[src/rtl/loader_pkg.sv]
// Shared definitions for the program loader: loader FSM states and stream framing.
// PROGRAM_LOADER_CHECKSUM_EN adds the CHK state (trailing XOR byte check).
package loader_pkg;

  localparam int unsigned HDR_BYTES      = 2;
  localparam int unsigned BYTES_PER_WORD = 4;

  typedef enum logic [2:0] {
    HDR_LO,
    HDR_HI,
    DATA,
    WRITE,
`ifdef PROGRAM_LOADER_CHECKSUM_EN
    CHK,
`endif
    DONE,
    ERROR
  } state_e;

  // State entered once all payload words have been written (or when N == 0).
`ifdef PROGRAM_LOADER_CHECKSUM_EN
  localparam state_e TERM_STATE = CHK;
`else
  localparam state_e TERM_STATE = DONE;
`endif

endpackage

[src/rtl/word_assembler.sv]
// Little-endian byte-to-word assembler: collects BYTES_PER_WORD bytes, first byte
// lands in bits [7:0]. word_o presents the complete word combinationally on the
// cycle the last byte is shifted in, together with done_o.
import loader_pkg::*;

module word_assembler (
  input  logic        clk,
  input  logic        arst_n,
  input  logic        clear_i,
  input  logic        shift_i,
  input  logic [7:0]  byte_i,
  output logic [31:0] word_o,
  output logic        done_o
);

  // Only the three earlier bytes need storage; the fourth is taken straight from byte_i.
  logic [23:0] bytes_q;
  logic [1:0]  cnt_q;

  // Shift register and byte counter; synchronous clear has priority over a shift.
  always_ff @(posedge clk or negedge arst_n) begin
    if (!arst_n) begin
      bytes_q <= '0;
      cnt_q   <= '0;
    end else if (clear_i) begin
      bytes_q <= '0;
      cnt_q   <= '0;
    end else if (shift_i) begin
      bytes_q <= {byte_i, bytes_q[23:8]};
      cnt_q   <= cnt_q + 2'd1;
    end
  end

  // Assembled word and completion pulse on the final byte of each word.
  always_comb begin
    word_o = {byte_i, bytes_q};
    done_o = shift_i && (cnt_q == 2'(BYTES_PER_WORD - 1));
  end

endmodule

[src/rtl/program_loader.sv]
// Byte-stream instruction loader: 16-bit LE word count, then N LE 32-bit words,
// each written to instruction memory at word_index*4. Optional trailing XOR
// checksum byte when PROGRAM_LOADER_CHECKSUM_EN is defined.
import loader_pkg::*;

module program_loader #(
  parameter int unsigned MAX_WORDS = 512,
  parameter int unsigned ADDR_W    = 64
) (
  input  logic              clk,
  input  logic              arst_n,
  input  logic              s_valid,
  input  logic [7:0]        s_data,
  output logic              s_ready,
  input  logic              restart,
  output logic [ADDR_W-1:0] addr_ext,
  output logic              wen_ext,
  output logic [31:0]       wdata_ext,
  output logic              cpu_enable,
  output logic              busy,
  output logic              error
);

  state_e            state_q, state_d;
  logic              hs;
  logic [7:0]        n_lo_q;
  logic [15:0]       n_q;
  logic [15:0]       hdr_n;
  logic [15:0]       idx_q;
  logic [15:0]       idx_next;
  logic [ADDR_W-1:0] addr_q;
  logic [31:0]       wdata_q;
  logic [31:0]       asm_word;
  logic              asm_done;
  logic              data_shift;
`ifdef PROGRAM_LOADER_CHECKSUM_EN
  logic [7:0]        csum_q;
`endif

  assign hs         = s_valid && s_ready;
  assign hdr_n      = {s_data, n_lo_q};
  assign idx_next   = idx_q + 16'd1;
  // A restart drops any byte offered in the same cycle.
  assign data_shift = hs && (state_q == DATA) && !restart;

  word_assembler u_asm (
    .clk     (clk),
    .arst_n  (arst_n),
    .clear_i (restart),
    .shift_i (data_shift),
    .byte_i  (s_data),
    .word_o  (asm_word),
    .done_o  (asm_done)
  );

  // State register.
  always_ff @(posedge clk or negedge arst_n) begin
    if (!arst_n) state_q <= HDR_LO;
    else         state_q <= state_d;
  end

  // Next-state logic; restart overrides every transition.
  always_comb begin
    state_d = state_q;
    if (restart) begin
      state_d = HDR_LO;
    end else begin
      unique case (state_q)
        HDR_LO: if (hs) state_d = HDR_HI;
        HDR_HI: begin
          if (hs) begin
            if (32'(hdr_n) > MAX_WORDS) state_d = ERROR;
            else if (hdr_n == 16'd0)    state_d = TERM_STATE;
            else                        state_d = DATA;
          end
        end
        DATA:   if (asm_done) state_d = WRITE;
        WRITE:  state_d = (idx_next < n_q) ? DATA : TERM_STATE;
`ifdef PROGRAM_LOADER_CHECKSUM_EN
        CHK:    if (hs) state_d = (s_data == csum_q) ? DONE : ERROR;
`endif
        DONE:   state_d = DONE;
        ERROR:  state_d = ERROR;
        default: state_d = HDR_LO;
      endcase
    end
  end

  // Header capture, word index, write address/data holding registers and checksum.
  always_ff @(posedge clk or negedge arst_n) begin
    if (!arst_n) begin
      n_lo_q  <= '0;
      n_q     <= '0;
      idx_q   <= '0;
      addr_q  <= '0;
      wdata_q <= '0;
`ifdef PROGRAM_LOADER_CHECKSUM_EN
      csum_q  <= '0;
`endif
    end else if (restart) begin
      idx_q   <= '0;
`ifdef PROGRAM_LOADER_CHECKSUM_EN
      csum_q  <= '0;
`endif
    end else begin
      if (hs && state_q == HDR_LO) n_lo_q <= s_data;
      if (hs && state_q == HDR_HI) n_q    <= hdr_n;
      // Load the write bus on the final byte so WRITE presents it one cycle later.
      if (asm_done) begin
        addr_q  <= ADDR_W'(idx_q) << $clog2(BYTES_PER_WORD);
        wdata_q <= asm_word;
      end
      if (state_q == WRITE) idx_q <= idx_next;
`ifdef PROGRAM_LOADER_CHECKSUM_EN
      if (data_shift) csum_q <= csum_q ^ s_data;
`endif
    end
  end

  // Output decode from the registered state.
  always_comb begin
    s_ready    = 1'b0;
    busy       = 1'b0;
    wen_ext    = 1'b0;
    cpu_enable = 1'b0;
    error      = 1'b0;
    unique case (state_q)
      HDR_LO: s_ready = 1'b1;
      HDR_HI: begin s_ready = 1'b1; busy = 1'b1; end
      DATA:   begin s_ready = 1'b1; busy = 1'b1; end
      WRITE:  begin wen_ext = 1'b1; busy = 1'b1; end
`ifdef PROGRAM_LOADER_CHECKSUM_EN
      CHK:    begin s_ready = 1'b1; busy = 1'b1; end
`endif
      DONE:   cpu_enable = 1'b1;
      ERROR:  error = 1'b1;
      default: ;
    endcase
  end

  assign addr_ext  = addr_q;
  assign wdata_ext = wdata_q;

endmodule

[config.mk]
export PLATFORM = sky130hd
export DESIGN_NAME = program_loader
export DESIGN_NICKNAME = d
export VERILOG_FILES = /design/src/rtl/loader_pkg.sv /design/src/rtl/word_assembler.sv /design/src/rtl/program_loader.sv
export SDC_FILE = /design/constraint.sdc
export NUM_CORES = 1
export LEC_CHECK = 0
export CORE_AREA = 3 3 155 157
export DETAILED_ROUTE_END_ITERATION = 12
export DIE_AREA = 0 0 158 160
export SKIP_CTS_REPAIR_TIMING = 1
export SYNTH_ARGS = -nofsm -noshare
export SYNTH_HDL_FRONTEND = slang
export SYNTH_SLANG_ARGS = --single-unit
export TNS_END_PERCENT = 20
[constraint.sdc]
create_clock -name clk -period 3.05 [get_ports clk]
set_input_delay 0.7625 -clock clk [delete_from_list [all_inputs] [get_ports clk]]
set_output_delay 0.7625 -clock clk [all_outputs]
set_load 0.03 [all_outputs]
Word level (Yosys, flattened, before mapping) --
Cells that the tools add are included.
Storage, ports and cells: register bits 117, input port bits 12, output and inout port bits 101, word-level logic and storage cells 58
Operators by class: add/sub/neg operators 2, magnitude comparators 2, eq/ne operators 9, multiplexer cells 19, bitwise operators 1, reductions and logical operators 17
Operators with widths (count):
- 24-bit 2-to-1 mux | 2
- 16-bit 2-to-1 mux | 2
- 3-bit 2-to-1 mux | 7
- 3-bit one-hot mux with 6 select lines | 1
- 16-bit by 1-bit adder with 16-bit output (second input constant) | 1
- 16-bit by 10-bit greater-than comparator with 1-bit output (second input constant) | 1
- 16-bit zero test | 1
- 16-bit < comparator | 1
- 3-bit != test (second input constant) | 3
- 3-bit by 2-bit == test with 1-bit output (second input constant) | 2
- 3-bit == test (second input constant) | 2
- 1-bit logical AND | 6
- 2-bit AND reduction | 3
- 3-bit OR reduction | 2
- 1-bit 2-to-1 mux | 5
- 2-bit 2-to-1 mux | 2
- 2-bit nonzero test | 2
- 3-bit by 1-bit == test with 1-bit output (second input constant) | 1
- 3-bit zero test | 1
- 3-bit AND reduction | 1
- 2-bit by 1-bit adder with 2-bit output (second input constant) | 1
- 2-bit == test (second input constant) | 1
- 1-bit zero test | 1
- 1-bit NOT | 1

Logic depth before layout (Yosys ltp) --
depth in word-level cells 10, gate-level depth with buffers 12, depth with buffers taken out 12

Hierarchy --
A second synthesis with hierarchy kept.
Second synthesis, totals: cells, all modules 499, area, all modules 5836.8 um^2
By module, submodules not included:
- program_loader | times used 1, cells an instance 405, area each 4683.2 um^2, seq. area each 2277.2 um^2
- word_assembler | times used 1, cells an instance 94, area each 1153.6 um^2, seq. area each 650.6 um^2

Least setup slack after synthesis --
Ideal clock, no wire load.
kind reg2reg, start point register idx_q[0], end point register state_q[2], library setup time 0.135 ns, data arrival time 2.370 ns, required time 2.915 ns, slack 0.545 ns, stages on the path, launching flop included 12, path buffers 0, period minus slack after synthesis 2.505 ns, path through dfrtp_1 -> ha_1 -> nand3_2 -> nor3_1 -> xor2_1 -> ha_1 -> a21o_1 -> a221oi_1 -> o21ai_0 -> o21ai_0 -> nor2b_1 -> o31ai_1
On the way: longest elaborated chain between the ends 5
Ends and longest elaborated chain:
- from (decl) | line program_loader.sv:29 | logic [15:0] idx_q;
- from (signal assigned) | line program_loader.sv:113 | if (state_q == WRITE) idx_q <= idx_next;
- 16-bit by 1-bit adder with 16-bit output | line program_loader.sv:42 | assign idx_next = idx_q + 16'd1;
- 16-bit < comparator | line program_loader.sv:78 | WRITE: state_d = (idx_next < n_q) ? DATA : TERM_STATE;
- 3-bit 2-to-1 mux | line program_loader.sv:78
- 3-bit one-hot mux with 6 select lines | line program_loader.sv:68 | unique case (state_q)
- 3-bit 2-to-1 mux | line program_loader.sv:65 | if (restart) begin
- to (signal assigned) | line program_loader.sv:59 | else state_q <= state_d;
- to (decl) | line program_loader.sv:24 | state_e state_q, state_d;
Every way passes these cells. A chain may end at the register's enable or synchronous reset.

Worst setup path in the final report --
start point register state_q[2], end point output port cpu_enable
On the way: longest elaborated chain between the ends 2
Ends and longest elaborated chain:
- 3-bit == test | line program_loader.sv:127 | unique case (state_q)
- 1-bit 2-to-1 mux | line program_loader.sv:127
- to (decl) | line program_loader.sv:19 | output logic cpu_enable,
Every way passes these cells.

==> impl_metrics.tcl <==
set metrics [dict create \
    antenna_found_initial 0 \
    rrSetupSlack_ps 300 \
    vdd_drop_max_mv 0.333 \
    dieArea_um2 25300 \
    yosysSeqAreaShare 0.520 \
    vias 3557 \
    slew_headroom 0.574 \
    numPortBuffers 64 \
    drv_slew 0 \
    reg2regPathDepth 11 \
    async_flop_share 1.00 \
    insertion_delay_ps 420 \
    rows 55 \
    fin_setup_tns_ps 0 \
    switching_power_mw 1.09 \
    start_util 0.249 \
    cts.sinks 117 \
    h-tree-depth 4 \
    grt_pass1_vias 3458 \
    avgSynthCellArea_um2 12.2 \
    multi_input_area_um2 2340 \
    synth-edff-count 0 \
    period_needed_ps 2850 \
    chipWidth_um 158 \
    final_cell_mix "dfrtp_1, mux2_2, clkdlybuf4s50_1" \
    drtIter0Drc 136 \
    ys_seq_elements 117 \
    skew_ps 14.6 \
    design.core.area_um2 22600 \
    p_leak_nw 3.39 \
    p_comb_frac 0.126 \
    startpoint_type "flip-flop" \
    ant_nets 0 \
    max_freq_mhz 351 \
    r2r-end "state_q[2]" \
    hold_viol 0 \
    seqCellArea_um2 2930 \
    final_layout_size_suffix_gt1_frac 0.233 \
    rr_startpoint "idx_q[0]" \
    cts_buffers 17 \
    finalWirelength_um 12200 \
    clockPowerShare 0.460 \
    power_density_nw_per_um2 612 \
    cp.arrival_ps 2080 \
    hpwl_um 8760 \
    die_h_um 160 \
    synth-main-ff-cell "dfrtp_1" \
    synthCells 463 \
    min_period_over_period 0.933 \
    gp_congestion 0.799 \
    grt_max_degree 55 \
    final_nets 571 \
    cp-end-kind "primary output" \
    path_max_fanout 10 \
    cp-endpoint "cpu_enable" \
    cts_tree "done" \
    worst_pin_slew_ps 633 \
    wl_per_cell_um 14.6 \
    setup_viol 0 \
    grt-ovfl-total 0 \
    rsz0062_at_grt "false" \
    status "complete, no violations" \
    drc 0 \
    required_ps 2290 \
    yosysUniqueCellTypes 44 \
    p_int_mw 3.24 \
    clk_pin_slew_ps 60 \
    critical_path_class "flip-flop to primary output" \
    layout_commonest_cell "dfrtp_1" \
    io_pins 113 \
    viasPerCell 4.24 \
    grt.total_usage 0.0987 \
    diodes 0 \
    clockBufferDepth 2 \
    crit_path_start "state_q[2]" \
    ys_warn_count 0 \
    syn2layout_area_growth_pct 25.6 \
    cts_root_buf "clkbuf_16" \
    min_path_type "input pin to asynchronous set/reset pin" \
    dr.pass1.iters 4 \
    fill_cells 2273 \
    p_sw_frac 0.251 \
    grt_pass1_wl_um 19400 \
    syn-cell-area_um2 5630 \
    hold_slack_ps 340 \
    maxCapViolations 0 \
    seqPwrFrac 0.414 \
]
-- registers in the layout, summed over array words and instances (netlist names) --
register	cells
n_q	16
u_asm.cnt_q	2
n_lo_q	8
wdata_ext	32
u_asm.bytes_q	24
addr_ext	16
idx_q	16
state_q	3
-- worst max-delay path, stage by stage (launching register included) --
cell             delay, ps
dfrtp_1                500
inv_1                  170
nor3_1                 270
clkdlybuf4s50_1        730
-- per-stage QoR --
step / std cells / total power [mW] / cell area (um^2) / utilization / setup WS, ps
global placement: 808 / 2.36 / 6470 / 0.286 / 289
finish: 838 / 4.33 / 7070 / 0.312 / 203
floorplan: 510 / 2.23 / 5800 / - / 545
global route: 838 / 4.53 / 7070 / 0.312 / 58.8
CTS: 838 / 4.39 / 7060 / 0.312 / 137
detailed placement: 808 / 2.37 / 6470 / 0.286 / 174
-- metal layers --
layer  share of wire  GRT usage  vias to the layer above  wire (um)
met2            0.48      0.149                       67       5830
met3           0.049     0.0298                       15        595
met1            0.46      0.132                     1795       5610
met4           0.015     0.0395                        0        184
li1                -          -                     1680          -
met5               0          0                        -          0
-- power by group through the flow --
stage / Combinational [mW] / Sequential (mW) / Clock (mW)
floorplan: 0.450 / 1.78 / 0
global placement: 0.540 / 1.82 / 0
detailed placement: 0.550 / 1.82 / 0
CTS: 0.554 / 1.79 / 2.04
global route: 0.606 / 1.81 / 2.11
finish: 0.544 / 1.79 / 1.99
-- kinds of logic (layout without fill, tap and decap cells) --
logic type / count (synthesis) / count (layout) / synth area share
and+or+nand+nor: 81 / 81 / 0.0741
AOI/OAI and AO/OA: 63 / 63 / 0.0801
buffers and inverters: 87 / 130 / 0.0976
xor gates and xnor gates: 24 / 24 / 0.0374
adders and majority gates: 17 / 17 / 0.0378
other: 1 / 48 / 0.000666
muxes: 73 / 73 / 0.152
DFF: 117 / 117 / 0.520
-- area by class of cell --
type | count | area share
Clock buffer | 21 | 0.0651
Clock inverter | 9 | 0.0182
Inverter | 17 | 0.00903
Multi-Input combinational cell | 306 | 0.331
Sequential cell | 117 | 0.414
Tap cell | 285 | 0.0505
Timing Repair Buffer | 83 | 0.112
-- synthesized netlist by cell type (2+ instances only) --
library cell | count | area (um^2)
and2_1 | 2 | 12.5
nand3_1 | 13 | 65.1
a21o_1 | 3 | 22.5
nor4_1 | 3 | 18.8
nor3_1 | 6 | 30.0
a22o_1 | 25 | 219
nand4_1 | 3 | 18.8
o31ai_1 | 2 | 15.0
xnor2_1 | 10 | 87.6
and3_1 | 5 | 31.3
or3_1 | 6 | 37.5
a21oi_1 | 13 | 65.1
mux2_2 | 64 | 721
buf_6 | 3 | 33.8
nor2_2 | 2 | 12.5
ha_1 | 17 | 213
buf_2 | 10 | 50.1
mux2_4 | 9 | 135
dfrtp_1 | 117 | 2930
nand2_1 | 14 | 52.6
clkbuf_1 | 6 | 22.5
nor2_1 | 20 | 75.1
a22oi_1 | 2 | 15.0
buf_4 | 50 | 375
o21ai_0 | 11 | 55.1
inv_1 | 16 | 60.1
xor2_1 | 14 | 123
-- how the worst min path moves through the flow --
stage	start	end	slack, ps	cells past startpoint
floorplan	arst_n	addr_ext[10]	470	0
global placement	u_asm.bytes_q[3]	u_asm.bytes_q[3]	480	1
detailed placement	wdata_ext[24]	wdata_ext[24]	490	1
CTS	arst_n	wdata_ext[31]	360	1
global route	arst_n	wdata_ext[31]	390	1
finish	arst_n	wdata_ext[26]	340	1
Power figures use the tool's default switching activity.
